--- src/rtl/victim_stage_pkg.sv ---
// rtl/victim_stage_pkg.sv - shared dcache line geometry and victim stage FSM encoding
package victim_stage_pkg;

  localparam int LINE_WORDS = 8;
  localparam int TAG_W      = 27;
  localparam int OFFSET_W   = 5;
  localparam int LINE_W     = LINE_WORDS * 32;

  typedef enum logic [2:0] {
    ST_IDLE  = 3'd0,
    ST_REQ   = 3'd1,
    ST_WAIT  = 3'd2,
    ST_CLEAR = 3'd3,
    ST_FDONE = 3'd4
  } vs_state_e;

  function automatic logic [TAG_W-1:0] line_tag(input logic [31:0] paddr);
    return paddr[31:OFFSET_W];
  endfunction

endpackage

--- src/rtl/victim_fifo.sv ---
// rtl/victim_fifo.sv - two-entry victim line queue with merge and refill-forward match
module victim_fifo
  import victim_stage_pkg::*;
(
  input  logic              clk,
  input  logic              rstn,
  input  logic              i_busy,
  input  logic              i_push,
  input  logic              i_pop,
  input  logic [TAG_W-1:0]  i_push_tag,
  input  logic [LINE_W-1:0] i_push_data,
  input  logic [TAG_W-1:0]  i_fw_tag,
  output logic              o_merge_ok,
  output logic [1:0]        o_count,
  output logic [TAG_W-1:0]  o_head_tag,
  output logic [LINE_W-1:0] o_head_data,
  output logic              o_fw_hit,
  output logic [LINE_W-1:0] o_fw_data
);

  logic [1:0]        r_valid;
  logic [TAG_W-1:0]  r_tag  [2];
  logic [LINE_W-1:0] r_data [2];
  logic              r_head;
  logic              r_tail;
  logic [1:0]        r_count;

  logic w_young;
  logic w_alloc;
  logic w_wr_idx;
  logic w_fw_young;
  logic w_fw_old;

  // With two slots the non-head entry is always the younger one.
  assign w_young    = ~r_head;
  assign o_merge_ok = i_busy && r_valid[w_young] && (r_tag[w_young] == i_push_tag);
  assign w_alloc    = i_push && !o_merge_ok;
  assign w_wr_idx   = o_merge_ok ? w_young : r_tail;

  always_ff @(posedge clk or negedge rstn) begin
    if (!rstn) begin
      r_valid <= 2'b00;
      r_head  <= 1'b0;
      r_tail  <= 1'b0;
      r_count <= 2'd0;
    end else begin
      if (i_pop) begin
        r_valid[r_head] <= 1'b0;
        r_head          <= ~r_head;
      end
      if (w_alloc) begin
        r_valid[r_tail] <= 1'b1;
        r_tail          <= ~r_tail;
      end
      r_count <= r_count + {1'b0, w_alloc} - {1'b0, i_pop};
    end
  end

  // Payload is qualified by r_valid everywhere, so it is left unreset.
  always_ff @(posedge clk) begin
    if (i_push) begin
      r_tag[w_wr_idx]  <= i_push_tag;
      r_data[w_wr_idx] <= i_push_data;
    end
  end

  assign o_count     = r_count;
  assign o_head_tag  = r_valid[r_head] ? r_tag[r_head]  : '0;
  assign o_head_data = r_valid[r_head] ? r_data[r_head] : '0;

  assign w_fw_young = r_valid[w_young] && (r_tag[w_young] == i_fw_tag);
  assign w_fw_old   = r_valid[r_head]  && (r_tag[r_head]  == i_fw_tag);

  always_comb begin
    o_fw_hit  = w_fw_young || w_fw_old;
    o_fw_data = '0;
    if (w_fw_young) begin
      o_fw_data = r_data[w_young];
    end else if (w_fw_old) begin
      o_fw_data = r_data[r_head];
    end
  end

endmodule

--- src/rtl/victim_stage.sv ---
// rtl/victim_stage.sv - dcache dirty-victim staging between eviction and the write buffer
module victim_stage
  import victim_stage_pkg::*;
(
  input  logic              clk,
  input  logic              rstn,
  input  logic              evict_valid,
  output logic              evict_ready,
  input  logic [31:0]       evict_paddr,
  input  logic [LINE_W-1:0] evict_data,
  output logic              wb_wreq,
  input  logic              wb_wreq_recvd,
  input  logic              wb_wdone,
  output logic [31:0]       wb_wdata_paddr,
  output logic [31:0]       wb_wdata_bank0,
  output logic [31:0]       wb_wdata_bank1,
  output logic [31:0]       wb_wdata_bank2,
  output logic [31:0]       wb_wdata_bank3,
  output logic [31:0]       wb_wdata_bank4,
  output logic [31:0]       wb_wdata_bank5,
  output logic [31:0]       wb_wdata_bank6,
  output logic [31:0]       wb_wdata_bank7,
  output logic              wb_clear,
  input  logic              wb_clear_done,
  input  logic              flush_req,
  output logic              flush_done,
  input  logic [31:0]       fw_paddr,
  output logic              fw_hit,
  output logic [LINE_W-1:0] fw_data
);

  vs_state_e r_state;
  logic      r_wb_wreq;
  logic      r_wb_clear;
  logic      r_flush_done;

  logic              w_push;
  logic              w_pop;
  logic              w_busy;
  logic              w_merge_ok;
  logic [1:0]        w_count;
  logic [TAG_W-1:0]  w_head_tag;
  logic [LINE_W-1:0] w_head_data;
  logic              w_unused_offsets;

  assign w_busy      = (r_state != ST_IDLE);
  assign evict_ready = ((w_count < 2'd2) || w_merge_ok) && !flush_req;
  assign w_push      = evict_valid && evict_ready;
  assign w_pop       = (r_state == ST_WAIT) && wb_wdone;

  assign w_unused_offsets = &{1'b0, evict_paddr[OFFSET_W-1:0], fw_paddr[OFFSET_W-1:0]};

  victim_fifo u_fifo (
    .clk         (clk),
    .rstn        (rstn),
    .i_busy      (w_busy),
    .i_push      (w_push),
    .i_pop       (w_pop),
    .i_push_tag  (line_tag(evict_paddr)),
    .i_push_data (evict_data),
    .i_fw_tag    (line_tag(fw_paddr)),
    .o_merge_ok  (w_merge_ok),
    .o_count     (w_count),
    .o_head_tag  (w_head_tag),
    .o_head_data (w_head_data),
    .o_fw_hit    (fw_hit),
    .o_fw_data   (fw_data)
  );

  // Staged lines drain ahead of wb_clear because IDLE checks count before flush_req.
  always_ff @(posedge clk or negedge rstn) begin
    if (!rstn) begin
      r_state      <= ST_IDLE;
      r_wb_wreq    <= 1'b0;
      r_wb_clear   <= 1'b0;
      r_flush_done <= 1'b0;
    end else begin
      case (r_state)
        ST_IDLE: begin
          if (w_count != 2'd0) begin
            r_state   <= ST_REQ;
            r_wb_wreq <= 1'b1;
          end else if (flush_req) begin
            r_state    <= ST_CLEAR;
            r_wb_clear <= 1'b1;
          end
        end
        ST_REQ: begin
          if (wb_wreq_recvd) begin
            r_state   <= ST_WAIT;
            r_wb_wreq <= 1'b0;
          end
        end
        ST_WAIT: begin
          if (wb_wdone) begin
            r_state <= ST_IDLE;
          end
        end
        ST_CLEAR: begin
          if (wb_clear_done) begin
            r_state      <= ST_FDONE;
            r_wb_clear   <= 1'b0;
            r_flush_done <= 1'b1;
          end
        end
        ST_FDONE: begin
          r_state      <= ST_IDLE;
          r_flush_done <= 1'b0;
        end
        default: begin
          r_state      <= ST_IDLE;
          r_wb_wreq    <= 1'b0;
          r_wb_clear   <= 1'b0;
          r_flush_done <= 1'b0;
        end
      endcase
    end
  end

  assign wb_wreq        = r_wb_wreq;
  assign wb_clear       = r_wb_clear;
  assign flush_done     = r_flush_done;
  assign wb_wdata_paddr = {w_head_tag, {OFFSET_W{1'b0}}};
  assign wb_wdata_bank0 = w_head_data[0*32 +: 32];
  assign wb_wdata_bank1 = w_head_data[1*32 +: 32];
  assign wb_wdata_bank2 = w_head_data[2*32 +: 32];
  assign wb_wdata_bank3 = w_head_data[3*32 +: 32];
  assign wb_wdata_bank4 = w_head_data[4*32 +: 32];
  assign wb_wdata_bank5 = w_head_data[5*32 +: 32];
  assign wb_wdata_bank6 = w_head_data[6*32 +: 32];
  assign wb_wdata_bank7 = w_head_data[7*32 +: 32];

endmodule

--- config.mk ---
export PLATFORM = sky130hd
export DESIGN_NAME = victim_stage
export DESIGN_NICKNAME = d
export VERILOG_FILES = /design/src/rtl/victim_stage_pkg.sv /design/src/rtl/victim_fifo.sv /design/src/rtl/victim_stage.sv
export SDC_FILE = /design/constraint.sdc
export NUM_CORES = 1
export LEC_CHECK = 0
export ABC_AREA = 1
export BUFFER_PORTS_ARGS = -buffer_cell sky130_fd_sc_hd__buf_2
export CORE_AREA = 2 2 342 344
export CTS_BUF_LIST = sky130_fd_sc_hd__clkbuf_4
export DETAILED_ROUTE_END_ITERATION = 12
export DIE_AREA = 0 0 344 346
export GPL_ROUTABILITY_DRIVEN = 0
export HOLD_SLACK_MARGIN = 0.03
export SYNTH_ARGS = -nofsm -noshare
export SYNTH_HDL_FRONTEND = slang
export SYNTH_HIERARCHICAL = 1
export SYNTH_SLANG_ARGS = --single-unit
--- constraint.sdc ---
create_clock -name clk -period 27.3 [get_ports clk]
set_input_delay 1.365 -clock clk [delete_from_list [all_inputs] [get_ports clk]]
set_output_delay 1.365 -clock clk [all_outputs]
set_load 0.05 [all_outputs]
== Word-level counts from Yosys, hierarchy flattened ==
Memories as Yosys holds them, arrays and structs flattened.
Index checks and enable logic that the tools add are counted.
Widths: inputs -> output; s select.

* $lt $le $gt $ge: 6
* Add/subtract/negate cells: 2
* Eq/ne operators: 14
* Bitwise gates (word level): 8
* Reduce and logical (&&, ||, !) cells: 24
* Muxes and demuxes: 32

{| class="wikitable"
|+ Operator list
! operator !! count
|-
| $mux 256 || 3
|-
| $eq 27x27->1 || 3
|-
| $mux 27 || 1
|-
| $mux 1 || 15
|-
| $mux 3 || 5
|-
| $ne 2x2->1 const B || 6
|-
| $pmux 3 s4 || 1
|-
| $logic_and 1x1->1 || 10
|-
| $reduce_or 3->1 || 3
|-
| $reduce_and 4->1 || 2
|-
| $eq 3x2->1 const B || 2
|-
| $lt 1x2->1 const B || 3
|-
| $pmux 1 s3 || 2
|-
| $not 1->1 || 5
|-
| $mux 2 || 2
|-
| $eq 3x1->1 const B || 1
|-
| $eq 3x3->1 const B || 1
|-
| $logic_not 3->1 || 1
|-
| $ne 3x3->1 const B || 1
|-
| $reduce_and 3->1 || 1
|-
| $reduce_bool 3->1 || 1
|-
| $add 2x1->2 || 1
|-
| $and 2x2->2 || 1
|-
| $demux 1 s1 || 2
|-
| 10 further kinds || 13
|}

* Memory bits (writable): 566
* Input bits: 327
* Memories: 2
* Output and inout bits: 549
* Register bits: 12

{| class="wikitable"
|+ Memories
! memory !! words !! width !! rd ports !! clocked after memory_dff !! wr ports !! line !! source
|-
| u_fifo.r_data || 2 || 256 || 2 || 0 || 1 || victim_fifo.sv:23 || <nowiki>logic [LINE_W-1:0] r_data [2];</nowiki>
|-
| u_fifo.r_tag || 2 || 27 || 2 || 0 || 1 || victim_fifo.sv:22 || <nowiki>logic [TAG_W-1:0] r_tag [2];</nowiki>
|}

== Depth between registers and ports, before layout ==
* Word-level depth: 11
* Mapped depth: 20
* Depth with buffers taken out: 18

== Hierarchy ==
Netlist, hierarchy kept.

{| class="wikitable"
|+ By module, submodules not included
! module !! instances !! area each (sq um) !! cells an instance !! seq. area each (sq um)
|-
| victim_fifo || 1 || 31642.8 || 3822 || 17146.4
|-
| victim_stage || 1 || 434.2 || 64 || 150.1
|}

== Worst setup path after synthesis ==
No wires, ideal clock.

* Path type: input to register
* Start point: input port evict_paddr[15]
* End point: memory u_fifo/r_data[1][0] in the netlist's numbering (enable)
* Path buffers: 0
* Setup time: 0.941 ns
* Cell stages on the path: 11
* Path slack: 11.550 ns
* Arrival: 14.810 ns
* Cell sequence: nand3b_1 -> nand2_1 -> nand2_1 -> nor2_1 -> nand3_1 -> nor2_1 -> inv_1 -> a21oi_1 -> and2_1 -> inv_1 -> nor2_1

* Cells in the longest elaborated chain, start to end: 7
* Elaborated cells on any way between the ends: 8

{| class="wikitable"
|+ Ends and longest elaborated chain
! what !! line !! source
|-
| from (decl) || victim_stage.sv:9 || <nowiki>input logic [31:0] evict_paddr,</nowiki>
|-
| $eq 27x27->1 || victim_fifo.sv:36 || <nowiki>assign o_merge_ok = i_busy && r_valid[w_young] && (r_tag[w_young] == i_push_tag);</nowiki>
|-
| $logic_and 1x1->1 || victim_fifo.sv:36 ||
|-
| named net w_merge_ok || victim_stage.sv:40 || <nowiki>logic w_merge_ok;</nowiki>
|-
| $logic_or 1x1->1 || victim_stage.sv:47 || <nowiki>assign evict_ready = ((w_count < 2'd2) || w_merge_ok) && !flush_req;</nowiki>
|-
| $logic_and 1x1->1 || victim_stage.sv:47 ||
|-
| named net evict_ready || victim_stage.sv:8 || <nowiki>output logic evict_ready,</nowiki>
|-
| $logic_and 1x1->1 || victim_stage.sv:48 || <nowiki>assign w_push = evict_valid && evict_ready;</nowiki>
|-
| named net w_push || victim_stage.sv:37 || <nowiki>logic w_push;</nowiki>
|-
| $mux 1 || victim_fifo.sv:61 || <nowiki>if (i_push) begin</nowiki>
|-
| $mux 1 (implied by the code) || victim_fifo.sv:63 || <nowiki>r_data[w_wr_idx] <= i_push_data;</nowiki>
|-
| to (decl) || victim_fifo.sv:23 ||
|}

The timed path passes the listed nets, and every way through them passes these cells.

== Worst setup path in the final report ==
* Start point: register u_fifo.r_head
* End point: output port fw_data[211]

* Cells in the longest elaborated chain, start to end: 5
* Elaborated cells on any way between the ends: 13

{| class="wikitable"
|+ Ends and longest elaborated chain
! what !! line !! source
|-
| from (decl) || victim_fifo.sv:24 || <nowiki>logic r_head;</nowiki>
|-
| from (signal assigned) || victim_fifo.sv:49 || <nowiki>r_head <= ~r_head;</nowiki>
|-
| $mem_v2 2x27 (tied with other cells) || - ||
|-
| $eq 27x27->1 (tied with other cells) || victim_fifo.sv:72 || <nowiki>assign w_fw_old = r_valid[r_head] && (r_tag[r_head] == i_fw_tag);</nowiki>
|-
| $logic_and 1x1->1 / $eq 27x27->1 (equally long branches) || victim_fifo.sv:72, victim_fifo.sv:71 ||
|-
| $mux 256 / $logic_and 1x1->1 (equally long branches) || victim_fifo.sv:79, victim_fifo.sv:71 ||
|-
| $mux 256 (*) || victim_fifo.sv:77 || <nowiki>if (w_fw_young) begin</nowiki>
|-
| to (decl) || victim_stage.sv:29 || <nowiki>output logic [LINE_W-1:0] fw_data</nowiki>
|}

Mark *: on every way between the ends. The rest lies on a longest branch, timed or not. The select of a mux whose other input is x is not followed.

==> flow_metrics.py <==
metrics = {
    "finish": {
        "seqCellArea_um2": 17300,
        "multi_input_area_um2": 12290,
        "design_area_um2": 39760,
        "finalNonFillerCells": 6369,
        "num-fill-cells": 12129,
        "layout.nets": 5013,
        "area_growth_pct": 23.96,
        "drive_above_1_share_pct": 24.77,
    },
    "timing": {
        "worst_pin_slew_ps": 1204,
        "fin_tns_setup_ps": 0,
        "whs_ps": 497.6,
        "rsz0062_at_grt": "false",
        "hold_viol_final": 0,
        "setup_viol": 0,
        "fin_crit_sh_pct": 33.39,
        "clock_skew_ps": 61.03,
        "max_slew_margin_pct": 19.74,
        "slew_violations": 0,
        "fmax_mhz": 109.7,
        "period_minus_slack_ps": 9116,
    },
    "routing": {
        "antenna_left": 0,
        "drcViolationCount": 0,
        "drt-total-wl_um": 115600,
        "wl_per_cell_um": 18.16,
        "via_count": 30364,
        "drt_iter0_drc": 2172,
        "firstDrtPassIters": 9,
        "vias_per_cell": 4.767,
    },
    "critical_path": {
        "worst-path-buf-inv": 6,
        "crit_top_cell": "nand2_1",
        "reg2reg_depth": 17,
        "startpoint": "u_fifo/r_head",
        "crit_cells": 17,
        "reg2reg_from": "u_fifo/r_head",
        "critPathMaxFanout": 235,
        "arrival_ps": 7750,
        "cp.required_ps": 25930,
        "path_cells": "buf_12, nand2_1, nand2_1, nand2_1, nand2_1, nor2_1, nand2_1, nor2_1, nand2_4, nor2_4, nor2_4, buf_4, buf_4, buf_4, buf_4, a21oi_1, buf_2",
        "path_class": "reg -> out",
        "rrSetupSlack_ps": 20150,
        "cp_top_family": "buffers and inverters",
        "cp_slowest_cell": "dfrtp_4",
        "endpoint": "fw_data[211]",
        "r2r_end": "u_fifo/r_data[1][201]",
        "end_kind": "primary output",
        "critPathLaunchType": "flop",
        "cpPeakStageDelay_ps": 980,
    },
    "die": {
        "die-area_um2": 119000,
        "die_h_um": 346,
        "core_area_um2": 115400,
        "die_w_um": 344,
        "num_rows": 125,
        "ioPinCount": 876,
        "start_util_pct": 27.79,
    },
    "clock_network": {
        "cts.sinks": 578,
        "cts_tree": "built",
        "cts_setup_buffers": 0,
        "htree_levels": 4,
        "cts_made_buffers": 167,
        "clk_pin_slew_ps": 70,
        "cts_buffer_depth": 3,
        "clkLatencyLatePin_ps": 1050,
        "cts_root_buffer": "clkbuf_4",
    },
    "hold_path": {
        "hold_path_class": "in -> reg",
        "min-delay-start": "evict_data[207]",
    },
    "placement": {
        "io_buffers": 860,
        "dp_hpwl_um": 79610,
        "dpl_cell_area_um2": 37510,
        "dp_cells": 6038,
    },
    "global_routing": {
        "grt_max_degree": 280,
        "grt_pass1_wl_um": 166600,
        "grt_pass1_vias": 27742,
        "grt_overflow_total": 0,
        "track_usage_pct": 18.42,
        "antenna_found_initial": 53,
    },
    "logic_synthesis": {
        "yosysWarningCount": 6,
        "syn_area_um2": 32080,
        "synthCells": 3886,
        "synth.avg_cell_area_um2": 8.255,
        "netlist-cell-type-count": 27,
        "yosysSeqAreaShare_pct": 53.92,
        "yosys_register_bits": 578,
    },
    "pwr": {
        "p_sw_share_pct": 53.62,
        "power.density_nw_per_um2": 111.8,
        "p_clk_share_pct": 18.7,
        "combPwrFrac_pct": 55.9,
        "power.switching_w": 0.002383,
        "seqPwrFrac_pct": 25.4,
        "leakage_nw": 17.57,
        "irDropWorstVdd_mv": 0.09987,
        "p_int_w": 0.002062,
    },
    "run": {
        "max_cap_viol_count": 0,
    },
    "run_status": {
        "status": "finished clean",
    },
}
cell families after synthesis:
kind of cell	after synthesis	synth area share, %
simple gates	1609	19.50
flops	578	53.92
other cells	1	0.01169
xor+xnor	3	0.08193
buf+inv	637	7.930
compound gates	1056	18.48
fa+ha+maj	2	0.07800
metal layers:
metal  part of all wire (%)  routed length [um]  GRT usage [%]
met4                    4.3                5014          9.335
met1                     36               41970          20.22
met5                   0.19                 221              0
met2                     49               57010          31.37
met3                    9.9               11430          6.352
state kept, by name, summed over array words and instances, names as in the netlist:
| signal | cells |
|---|---|
| r_state | 3 |
| u_fifo/r_tag | 54 |
| flush_done | 1 |
| u_fifo/r_head | 1 |
| u_fifo/r_tail | 1 |
| u_fifo/r_data | 512 |
| u_fifo/o_count | 2 |
| u_fifo/r_valid | 2 |
| wb_clear | 1 |
| wb_wreq | 1 |
cell usage after synthesis:
| cell | number | area [um^2] |
|---|---|---|
| nand2_1 | 1158 | 4347 |
| edfxtp_1 | 566 | 17000 |
| o21ai_0 | 524 | 2623 |
| inv_1 | 359 | 1348 |
| nor2_1 | 330 | 1239 |
| a21oi_1 | 274 | 1371 |
| o21bai_1 | 256 | 1922 |
| clkbuf_1 | 188 | 705.7 |
| nand3_1 | 89 | 445.4 |
| buf_2 | 65 | 325.3 |
| buf_4 | 15 | 112.6 |
| nand3b_1 | 15 | 112.6 |
| dfrtp_1 | 12 | 300.3 |
| buf_1 | 7 | 26.28 |
| nor2_2 | 6 | 37.54 |
| nand4_1 | 4 | 25.02 |
| and2_1 | 3 | 18.77 |
| buf_6 | 2 | 22.52 |
| ha_1 | 2 | 25.02 |
| nand2_2 | 2 | 12.51 |
| o22ai_1 | 2 | 12.51 |
| xnor2_1 | 2 | 17.52 |
| conb_1 | 1 | 3.750 |
| inv_2 | 1 | 3.750 |
| nand3_2 | 1 | 10.01 |
| nor4_1 | 1 | 6.260 |
| xor2_1 | 1 | 8.760 |
power by group through the flow:
| stage | sequential, W | clock [W] | combinational, W |
|---|---|---|---|
| finish | 0.00113 | 0.000831 | 0.00249 |
| detailed placement | 0.00115 | 0 | 0.00248 |
| global route | 0.00114 | 0.000905 | 0.00266 |
| CTS | 0.00113 | 0.000861 | 0.00249 |
| floorplan | 0.00117 | 0 | 0.00189 |
| global placement | 0.00115 | 0 | 0.00246 |
area by class of cell:
type / instances / area share [%]
clock buffers: 252 / 4.758
diodes: 37 / 0.2329
clock inverters: 41 / 0.6545
repair buffers: 902 / 11.72
inverters: 360 / 3.417
multi-input cells: 2675 / 30.91
flip-flops and latches: 578 / 43.51
well taps: 1524 / 4.796
what timing repair did:
action / in CTS / in global routing
hold buffers: 1 / 0
gates resized for setup: 0 / 0
endpoints found under the hold margin: 9 / 0
stage by stage:
step / utilization [%] / worst slack, ps / total power [W]
floorplan: - / 11550 / 0.003066
detailed placement: 32.50 / 19190 / 0.003633
global route: 34.42 / 17590 / 0.004707
global placement: 32.50 / 19230 / 0.003604
finish: 34.45 / 18180 / 0.004445
CTS: 34.37 / 17920 / 0.004481
cells in the final DEF (no fill, tap or decap), types with 10 or more instances in the layout:
| cell type | synthesis | final |
|---|---|---|
| a21oi_1 | 274 | 274 |
| buf_2 | 65 | 860 |
| buf_4 | 15 | 38 |
| clkbuf_4 | 0 | 252 |
| clkinv_1 | 0 | 18 |
| clkinv_2 | 0 | 10 |
| dfrtp_1 | 12 | 11 |
| diode_2 | 0 | 37 |
| edfxtp_1 | 566 | 566 |
| inv_1 | 359 | 358 |
| nand2_1 | 1158 | 1157 |
| nand3_1 | 89 | 89 |
| nand3b_1 | 15 | 15 |
| nor2_1 | 330 | 328 |
| o21ai_0 | 524 | 524 |
| o21bai_1 | 256 | 256 |
worst min path at each step:
stage / depth (start not counted) / end / slack [ps]
after global placement: 2 / flush_done / 470
after detailed placement: 2 / u_fifo/r_tail / 490
final: 1 / u_fifo/r_data[0][207] / 500
after CTS: 1 / u_fifo/r_data[0][134] / 290
after global routing: 1 / u_fifo/r_data[0][253] / 350
after floorplan: 2 / u_fifo/r_tail / 460
worst reg2reg max path, delay by kind of cell (launching register included):
kind	cells	cell delay, ps
AOI/OAI and AO/OA	1	190
buffers and inverters	6	3340
DFF	1	980
and+or+nand+nor	10	2130
No activity file was read; power rests on OpenSTA's default activity.
